$ cat src/rtl/multicycle_control.sv
// multicycle_control: MIPS multicycle control FSM with memory-ready stall, timeout fault and illegal-opcode flag
// Ports: clk, reset (async, active-high); OP, Funct, Zero, MemReady in;
// PCWrite, IorD, MemRead, MemWrite, IRWrite, RegDst, MemtoReg, RegWrite, ALUSrcA, ALUSrcB,
// ALUOp, PCSource, IllegalOp, MemFault (sticky), State (debug) out.
// Optional macro JAL_JR_EN enables the JAL and JR instructions.
module multicycle_control #(
    parameter int ALUOP_WIDTH    = 3,
    parameter int TIMEOUT_CYCLES = 15
) (
    input  logic                   clk,
    input  logic                   reset,
    input  logic [5:0]             OP,
    input  logic [5:0]             Funct,
    input  logic                   Zero,
    input  logic                   MemReady,
    output logic                   PCWrite,
    output logic                   IorD,
    output logic                   MemRead,
    output logic                   MemWrite,
    output logic                   IRWrite,
    output logic [1:0]             RegDst,
    output logic [1:0]             MemtoReg,
    output logic                   RegWrite,
    output logic                   ALUSrcA,
    output logic [1:0]             ALUSrcB,
    output logic [ALUOP_WIDTH-1:0] ALUOp,
    output logic [1:0]             PCSource,
    output logic                   IllegalOp,
    output logic                   MemFault,
    output logic [3:0]             State
);
    localparam logic [3:0] S_FETCH  = 4'd0;
    localparam logic [3:0] S_DECODE = 4'd1;
    localparam logic [3:0] S_MEMADR = 4'd2;
    localparam logic [3:0] S_MEMRD  = 4'd3;
    localparam logic [3:0] S_MEMWB  = 4'd4;
    localparam logic [3:0] S_MEMWR  = 4'd5;
    localparam logic [3:0] S_EXEC   = 4'd6;
    localparam logic [3:0] S_RWB    = 4'd7;
    localparam logic [3:0] S_BRANCH = 4'd8;
    localparam logic [3:0] S_IEXEC  = 4'd9;
    localparam logic [3:0] S_IWB    = 4'd10;
    localparam logic [3:0] S_JUMP   = 4'd11;
    localparam logic [3:0] S_JAL    = 4'd12;
    localparam logic [3:0] S_JR     = 4'd13;
    localparam logic [3:0] S_HALT   = 4'd15;

    localparam logic [5:0] OP_RTYPE = 6'h00;
    localparam logic [5:0] OP_J     = 6'h02;
    localparam logic [5:0] OP_JAL   = 6'h03;
    localparam logic [5:0] OP_BEQ   = 6'h04;
    localparam logic [5:0] OP_BNE   = 6'h05;
    localparam logic [5:0] OP_ADDI  = 6'h08;
    localparam logic [5:0] OP_ORI   = 6'h0D;
    localparam logic [5:0] OP_LUI   = 6'h0F;
    localparam logic [5:0] OP_LW    = 6'h23;
    localparam logic [5:0] OP_SW    = 6'h2B;
    localparam logic [5:0] F_JR     = 6'h08;

    logic [3:0] state_q, state_d, next_s, dispatch;
    logic [7:0] cnt_q, cnt_d;
    logic [5:0] op_q, op_d;
    logic       fault_q, fault_d;
    logic       illegal, waiting, timeout;
    logic [2:0] aluop;

`ifndef JAL_JR_EN
    logic unused_funct;
    assign unused_funct = ^Funct;
`endif

    always_comb begin
        dispatch = S_FETCH;
        illegal  = 1'b0;
        case (OP)
`ifdef JAL_JR_EN
            OP_RTYPE:       dispatch = (Funct == F_JR) ? S_JR : S_EXEC;
            OP_JAL:         dispatch = S_JAL;
`else
            OP_RTYPE:       dispatch = S_EXEC;
`endif
            OP_LW, OP_SW:   dispatch = S_MEMADR;
            OP_BEQ, OP_BNE: dispatch = S_BRANCH;
            OP_ADDI, OP_ORI, OP_LUI: dispatch = S_IEXEC;
            OP_J:           dispatch = S_JUMP;
            default:        illegal  = 1'b1;
        endcase
    end

    always_comb begin
        case (state_q)
            S_FETCH:  next_s = MemReady ? S_DECODE : S_FETCH;
            S_DECODE: next_s = dispatch;
            S_MEMADR: next_s = (op_q == OP_SW) ? S_MEMWR : S_MEMRD;
            S_MEMRD:  next_s = MemReady ? S_MEMWB : S_MEMRD;
            S_MEMWR:  next_s = MemReady ? S_FETCH : S_MEMWR;
            S_EXEC:   next_s = S_RWB;
            S_IEXEC:  next_s = S_IWB;
            S_HALT:   next_s = S_HALT;
            default:  next_s = S_FETCH;
        endcase
        waiting = (state_q == S_FETCH) || (state_q == S_MEMRD) || (state_q == S_MEMWR);
        // A stalled access stays in its state, so the counter only needs clearing when ready or on timeout.
        timeout = waiting && !MemReady && (cnt_q == 8'(TIMEOUT_CYCLES - 1));
        state_d = timeout ? S_HALT : next_s;
        cnt_d   = (waiting && !MemReady && !timeout) ? cnt_q + 8'd1 : 8'd0;
        fault_d = fault_q | timeout;
        // The opcode is latched in DECODE so later states do not depend on IR timing.
        op_d    = (state_q == S_DECODE) ? OP : op_q;
    end

    always_ff @(posedge clk or posedge reset) begin
        if (reset) begin
            state_q <= S_FETCH;
            cnt_q   <= 8'd0;
            fault_q <= 1'b0;
            op_q    <= 6'd0;
        end else begin
            state_q <= state_d;
            cnt_q   <= cnt_d;
            fault_q <= fault_d;
            op_q    <= op_d;
        end
    end

    // Everything is held at zero while reset is high, including FETCH's MemRead.
    always_comb begin
        PCWrite   = 1'b0;
        IorD      = 1'b0;
        MemRead   = 1'b0;
        MemWrite  = 1'b0;
        IRWrite   = 1'b0;
        RegDst    = 2'b00;
        MemtoReg  = 2'b00;
        RegWrite  = 1'b0;
        ALUSrcA   = 1'b0;
        ALUSrcB   = 2'b00;
        aluop     = 3'b000;
        PCSource  = 2'b00;
        IllegalOp = 1'b0;
        if (!reset) begin
            case (state_q)
                S_FETCH: begin
                    MemRead = 1'b1;
                    ALUSrcB = 2'b01;
                    IRWrite = MemReady;
                    PCWrite = MemReady;
                end
                S_DECODE: begin
                    ALUSrcB   = 2'b11;
                    IllegalOp = illegal;
                end
                S_MEMADR: begin
                    ALUSrcA = 1'b1;
                    ALUSrcB = 2'b10;
                end
                S_MEMRD: begin
                    MemRead = 1'b1;
                    IorD    = 1'b1;
                end
                S_MEMWB: begin
                    MemtoReg = 2'b01;
                    RegWrite = 1'b1;
                end
                S_MEMWR: begin
                    MemWrite = 1'b1;
                    IorD     = 1'b1;
                end
                S_EXEC: begin
                    ALUSrcA = 1'b1;
                    aluop   = 3'b111;
                end
                S_RWB: begin
                    RegDst   = 2'b01;
                    RegWrite = 1'b1;
                end
                S_IEXEC: begin
                    ALUSrcA = 1'b1;
                    ALUSrcB = 2'b10;
                    aluop   = (op_q == OP_ADDI) ? 3'b100 : (op_q == OP_ORI) ? 3'b101 : 3'b110;
                end
                S_IWB: RegWrite = 1'b1;
                S_BRANCH: begin
                    ALUSrcA  = 1'b1;
                    aluop    = 3'b001;
                    PCSource = 2'b01;
                    PCWrite  = (op_q == OP_BNE) ? ~Zero : Zero;
                end
                S_JUMP: begin
                    PCSource = 2'b10;
                    PCWrite  = 1'b1;
                end
`ifdef JAL_JR_EN
                S_JAL: begin
                    PCSource = 2'b10;
                    PCWrite  = 1'b1;
                    RegDst   = 2'b10;
                    MemtoReg = 2'b10;
                    RegWrite = 1'b1;
                end
                S_JR: begin
                    PCSource = 2'b11;
                    PCWrite  = 1'b1;
                end
`endif
                default: ;
            endcase
        end
    end

    assign ALUOp    = ALUOP_WIDTH'(aluop);
    assign MemFault = fault_q;
    assign State    = state_q;
endmodule
$ cat config.mk
export PLATFORM = sky130hd
export DESIGN_NAME = multicycle_control
export DESIGN_NICKNAME = d
export VERILOG_FILES = /design/src/rtl/multicycle_control.sv
export SDC_FILE = /design/constraint.sdc
export NUM_CORES = 1
export LEC_CHECK = 0
export ABC_CLOCK_PERIOD_IN_PS = 2600
export BUFFER_PORTS_ARGS = -buffer_cell sky130_fd_sc_hd__buf_2
export CORE_MARGIN = 1.5
export CORE_UTILIZATION = 55
export DETAILED_ROUTE_END_ITERATION = 7
export GPL_TIMING_DRIVEN = 1
export PLACE_DENSITY = 0.88
export SYNTH_ARGS = -nofsm -noshare
export SYNTH_HDL_FRONTEND = slang
export SYNTH_SLANG_ARGS = --single-unit
$ cat constraint.sdc
create_clock -name clk -period 2.6 [get_ports clk]
set_input_delay 0.26 -clock clk [delete_from_list [all_inputs] [get_ports clk]]
set_output_delay 0.26 -clock clk [all_outputs]
set_load 0.01 [all_outputs]
==> impl_metrics.ini, run 1 <==
[run_status]
status = finished clean

[worst_setup_path]
worstSetupPathType = flip-flop to output port
crit_buf_inv = 1
crit_required_ps = 2340
cp_slowest_stage_delay_ps = 710
path_delay_family = flip-flops
arrival_ps = 1860
cp_slowest_cell = dfrtp_1
startpoint_type = flip-flop
cp_max_fo = 17
cp_cell_sequence = or3b_2, a21boi_0, buf_2
cp-end-kind = output port

[timing]
max_slew.worst_pin.slew_ps = 572
period_needed_ps = 2120
clock_skew_ps = 8.90
fmaxAchievable_ghz = 0.473
final.setup.tns_ps = 0
fin_ws_ps = 484
finalSetupViolCount = 0
drv_slew = 0
fin_crit_sh_pct = 81.4
rsz0062_at_grt = no
slew_headroom_pct = 61.7
hold_viol = 0

[clock_network]
cts_resized = 0
clk_pin_slew_ps = 110
cts_sinks = 19
cts_setup_buffers = 0
cts_max_path_buffers = 2
holdBufCountCts = 0
worstSkewPairLatency_ps = 300
cts_tree = built
numCtsBuffers = 3
h-tree-depth = 1
cts_root_buf = clkbuf_4

[logic_synthesis]
synth_fa_ha_area_share_pct = 1.83
synth_flop_cell = dfrtp_1
synth-seq-cells = 19
ys.warnings.count = 0
synth.avg_cell_area_um2 = 9.36
yosys.cell_types.count = 53
syn-cell-area_mm2 = 0.00137
synthCells = 146
synth-simple-area-share_pct = 32.1
synth_compound_area_share_pct = 13.0
synth_edf_count = 0
synth_top_family_by_area = simple AND/OR/NAND/NOR gates
synthXorXnorAreaFrac_pct = 6.96
async_flop_share_pct = 100
synth_mux_area_share_pct = 5.68
yosysSeqAreaShare_pct = 34.8

[routing]
wire_per_inst_um = 13.9
drtPass1Iterations = 4
drcViolationCount = 0
wl_um = 2790
vias = 1166
drt_iter0_drc = 27
avgViaCountPerCell = 5.80
ant_nets = 0

[grt]
antenna_found_initial = 0
grt_pass1_vias = 1039
grt_max_degree = 22
track_usage_pct = 22.2
grt_pass1_wl_um = 4510
grt_overflow_total = 0

[power_and_ir_drop]
p_per_area_mw_per_mm2 = 837
power_switching_w = 0.000549
pwr-share-seq_pct = 41.6
clkPwrFrac_pct = 11.9
peakVddDrop_v = 0.000804
p_comb_share_pct = 46.5
p_leak_nw = 0.707
cell_internal_pwr_w = 0.000731
swShare_pct = 42.9

[die]
die_h_um = 52.8
start_util_pct = 60.0
rows = 17
ios = 40
coreArea_mm2 = 0.00228
die_x_um = 52.8
dieArea_mm2 = 0.00279

[placement]
routabilityCongestion = 0.851
dp_slack_ps = 696
dp.final_hpwl_um = 2100
portBuffers = 31

[final_layout]
nets = 192
drive_gt1_share_pct = 36.4
multi_input_area_um2 = 821
fill_cells = 173
antenna_cells = 0
syn_to_final_growth_pct = 11.9
seqCellArea_um2 = 475

[min_path]
hold_class = primary input to async pin

[job]
max_cap_violations = 0
worst min-delay path, stage by stage:
cell	delay (ps)
buf_2	160
inv_1	110
buf_4	280
path summary, 6_finish.rpt:
path,from,endpoint,slack (ps),depth (start not counted)
max,State[1],ALUSrcB[1],480,3
min,reset,MemFault,110,3
max reg2reg,State[0],State[2],620,4
min reg2reg,MemFault,MemFault,470,1
max in group asynchronous,reset,op_q[0],2280,3
min in group clk,OP[4],op_q[4],230,2
cells in the mapped netlist, types with 2 or more instances:
master / count / area [µm²]
ha_1: 2 / 25.0
dfrtp_1: 19 / 475
and3_1: 2 / 12.5
buf_4: 3 / 22.5
nand2b_1: 2 / 12.5
nor3b_1: 2 / 15.0
inv_1: 2 / 7.51
nand4_1: 5 / 31.3
nor4b_1: 2 / 17.5
or3b_2: 2 / 17.5
nor3_1: 5 / 25.0
nor2_1: 11 / 41.3
nand3_1: 7 / 35.0
mux2_2: 6 / 67.6
clkbuf_1: 3 / 11.3
o21ai_0: 5 / 25.0
buf_2: 2 / 10.0
nand2_1: 9 / 33.8
a21boi_0: 2 / 15.0
xor2_1: 6 / 52.6
nor2_2: 7 / 43.8
buf_6: 2 / 22.5
nand4b_1: 2 / 17.5
a21oi_1: 6 / 30.0
xnor2_1: 3 / 26.3
or2b_1: 2 / 15.0
per-layer routing:
| metal | vias up | global-route usage [%] | part of all wire (%) |
|---|---|---|---|
| met5 | - | 0 | 0 |
| met4 | 0 | 9.83 | 1.6 |
| met3 | 5 | 1.71 | 4.2 |
| met2 | 30 | 36.3 | 49 |
| met1 | 553 | 30.1 | 46 |
| li1 | 578 | - | - |
power by group through the flow:
stage | Clock [W] | Sequential [W] | Combinational [W]
floorplan | 0 | 0.000464 | 0.000546
global placement | 0 | 0.000525 | 0.000579
detailed placement | 0 | 0.000537 | 0.000595
CTS | 0.000153 | 0.000529 | 0.000599
global route | 0.000160 | 0.000549 | 0.000656
finish | 0.000153 | 0.000533 | 0.000595
state kept, by name (all words and copies together) (netlist names):
| register | count |
|---|---|
| State | 4 |
| cnt_q | 8 |
| op_q | 6 |
| MemFault | 1 |
kinds of logic (layout without fill, tap and decap cells):
logic type / Yosys count / count (layout)
AOI/OAI and AO/OA: 24 / 24
xor gates and xnor gates: 10 / 10
adders and majority gates: 2 / 2
muxes: 7 / 7
DFF: 19 / 19
buffers and inverters: 12 / 38
other: 1 / 2
and+or+nand+nor: 71 / 71
metrics by stage:
stage	total power (W)	instance area (µm²)	hold WS (ps)	utilization [%]	instances
floorplan	0.00101	1370	412	-	147
global placement	0.00110	1500	411	66.0	197
detailed placement	0.00113	1500	445	66.0	197
CTS	0.00128	1530	109	67.2	201
global route	0.00136	1530	154	67.2	201
finish	0.00128	1530	110	67.2	201
cell type report:
| type | count | area share [%] |
|---|---|---|
| clock inverters | 1 | 0.327 |
| well taps | 28 | 2.29 |
| repair buffers | 32 | 10.6 |
| flip-flops and latches | 19 | 31.1 |
| multi-input cells | 116 | 53.7 |
| clock buffers | 3 | 1.47 |
| inverters | 2 | 0.491 |
layout by cell type, fill, tap and decap left out, types with 3 or more instances in the layout:
cell type,instances
buf_2,31
dfrtp_1,19
nor2_1,11
nand2_1,9
nor2_2,7
nand3_1,7
mux2_2,6
a21oi_1,6
xor2_1,6
nor3_1,5
nand4_1,5
o21ai_0,5
xnor2_1,3
clkbuf_4,3
Power figures use the tool's default switching activity.
==> run 2: changes to the inputs <==
==> config.mk (replaced) <==
export PLATFORM = sky130hd
export DESIGN_NAME = multicycle_control
export DESIGN_NICKNAME = d
export VERILOG_FILES = /design/src/rtl/multicycle_control.sv
export SDC_FILE = /design/constraint.sdc
export NUM_CORES = 1
export LEC_CHECK = 0
export ABC_AREA = 1
export ABC_CLOCK_PERIOD_IN_PS = 2000
export BUFFER_PORTS_ARGS = -buffer_cell sky130_fd_sc_hd__buf_2
export CORE_MARGIN = 1.5
export CORE_UTILIZATION = 52
export DETAILED_ROUTE_END_ITERATION = 7
export GPL_TIMING_DRIVEN = 1
export PLACE_DENSITY = 0.84
export SYNTH_ARGS = -nofsm -noshare
export SYNTH_HDL_FRONTEND = slang
export SYNTH_SLANG_ARGS = --single-unit
==> constraint.sdc (replaced) <==
create_clock -name clk -period 2 [get_ports clk]
set_input_delay 0.2 -clock clk [delete_from_list [all_inputs] [get_ports clk]]
set_output_delay 0.2 -clock clk [all_outputs]
set_load 0.01 [all_outputs]
==> run 2 against run 1 <==
Effect of this change:
- clock power is 23% higher
- sequential share of layout area decreased by 1.4 points
- non-clock buffer count down 1
- first-iteration DRC count grew 70%
- global-route usage is essentially flat
- combinational power down 93%
- worst hold slack better by 35 ps
- sequential power down 28%
- critical path type unchanged
- critical endpoint is now IllegalOp
- largest cell class unchanged
==> impl_metrics.ini, run 2 <==
[timing]
slew_headroom_pct = 53.9
fin_crit_sh_pct = 91.7
period_needed_ps = 1830
final.setup.tns_ps = 0
holdWs_ps = 145
drv_slew = 0
rsz0062_at_grt = no
clock_skew_ps = 1.72
fmaxAchievable_ghz = 0.545
max_slew.worst_pin.slew_ps = 691
finalSetupViolCount = 0
hold_viol = 0

[worst_setup_path]
timing.rr.end = cnt_q[6]
arrival_ps = 1630
r2r-start = cnt_q[0]
r2r_cells = 6
crit_required_ps = 1800
cp-end-kind = output port
worstSetupPathType = flip-flop to output port
r2r_setup_slack_ps = 550
cp_max_fo = 7
startpoint_type = flip-flop

[logic_synthesis]
synth-seq-cells = 19
synthCells = 213
synth_edf_count = 0
yosysSeqAreaShare_pct = 33.8
synthTopCellsByCount = nand2_1, inv_1, nor2_1, dfrtp_1, nand3_1
yosysTopAreaCell = dfrtp_1
yosys.cell_types.count = 24
synth_flop_cell = dfrtp_1
synth_top_area_share_pct = 33.8
synth.most_common_cell = nand2_1
synth.avg_cell_area_um2 = 6.60
synth_area_leaders = dfrtp_1, nand2_1, inv_1
ys.warnings.count = 0
syn-cell-area_mm2 = 0.00141
async_flop_share_pct = 100

[power_and_ir_drop]
peakVddDrop_v = 0.000269
power_switching_w = 0.000142
pwr-share-seq_pct = 62.6
p_leak_nw = 0.886
cell_internal_pwr_w = 0.000472
clkPwrFrac_pct = 30.7
p_comb_share_pct = 6.7
swShare_pct = 23.1
p_per_area_mw_per_mm2 = 383

[placement]
dp.final_hpwl_um = 2380
portBuffers = 31
routabilityCongestion = 0.820

[clock_network]
worstSkewPairLatency_ps = 290
h-tree-depth = 1
cts_root_buf = clkbuf_4
cts_tree = built
cts_max_path_buffers = 2
clk_pin_slew_ps = 100
cts_setup_buffers = 0
cts_sinks = 19
numCtsBuffers = 3

[routing]
ant_nets = 0
drt_iter0_drc = 46
drtPass1Iterations = 4
drcViolationCount = 0
wire_per_inst_um = 10.9
avgViaCountPerCell = 5.14
vias = 1407
wl_um = 2990

[grt]
antenna_found_initial = 0
grt_pass1_wl_um = 4930
track_usage_pct = 22.2
grt_pass1_vias = 1192
grt_overflow_total = 0
grt_max_degree = 20

[die]
ios = 40
rows = 18
die_x_um = 55.0
die_h_um = 55.0
coreArea_mm2 = 0.00252
start_util_pct = 55.7
dieArea_mm2 = 0.00302

[final_layout]
largest_reg_flops = 8
fill_cells = 226
syn_to_final_growth_pct = 14.1
final_common_cell = nand2_1
regMostFlops = cnt_q
final_cell_mix = nand2_1, inv_1, nor2_1, buf_2, dfrtp_1
antenna_cells = 0
multi_input_area_um2 = 766
nets = 263
drive_gt1_share_pct = 21.7
seqCellArea_um2 = 475

[min_path]
hold_class = primary input to async pin

[job]
max_cap_violations = 0

[run_status]
status = finished clean
## run 2: layout make-up
class / instances / share of cell area, %
multi-input cells: 152 / 47.8
flip-flops and latches: 19 / 29.7
repair buffers: 31 / 9.68
inverters: 38 / 8.90
well taps: 30 / 2.34
clock buffers: 4 / 1.64
## run 2: cells by family (layout without fill, tap and decap cells)
group,after synthesis,count (layout),share of synthesized area (%)
buf+inv,43,73,12.1
xor+xnor,3,3,1.87
other cells,1,2,0.267
flops,19,19,33.8
compound gates,17,17,6.23
fa+ha+maj,2,2,1.78
simple gates,128,128,43.9
## run 2: how the worst max path moves through the flow
stage	slack [ps]	to	depth (start not counted)	from
2_1_floorplan	510	IllegalOp	5	State[3]
3_5_place_dp	500	IllegalOp	6	State[3]
3_3_place_gp	490	IllegalOp	6	State[3]
5_1_grt	10	IllegalOp	6	State[3]
4_1_cts	160	IllegalOp	6	State[3]
6_report	170	IllegalOp	6	State[3]
## run 2: power groups by stage
stage | combinational, W | clock (W) | sequential (W)
6_report | 0.0000412 | 0.000188 | 0.000384
2_1_floorplan | 0.0000277 | 0 | 0.000391
3_3_place_gp | 0.0000409 | 0 | 0.000391
3_5_place_dp | 0.0000421 | 0 | 0.000391
5_1_grt | 0.0000484 | 0.000214 | 0.000384
4_1_cts | 0.0000421 | 0.000194 | 0.000384
## run 2: per-layer routing
layer | track usage [%] | vias to the layer above | wire length [µm]
li1 | - | 731 | -
met1 | 30.7 | 620 | 1420
met2 | 37.3 | 56 | 1320
met3 | 3.49 | 0 | 247
met4 | 3.66 | 0 | 0
met5 | 0 | - | 0
## run 2: repair_timing
item,4_1_cts,5_1_grt
resized for setup,0,1
hold buffers,0,0
endpoints found under the setup margin,0,1
## run 2: stage by stage
step                worst slack [ps]  cell area (µm²)  total power, W  instances  utilization [%]
floorplan                        513             1410        0.000419        214                -
finish                           165             1600        0.000614        274             63.5
global placement                 495             1570        0.000432        270             62.4
global route                    13.6             1600        0.000646        274             63.5
detailed placement               501             1570        0.000434        270             62.4
CTS                              161             1600        0.000620        274             63.4
## run 2: critical path, cell delays in order (launching register included)
cell and delay (ps):
dfrtp_1 490, nor2_4 220, inv_1 70, nor3_2 130
nand2_1 100, nor3_2 180, buf_2 150
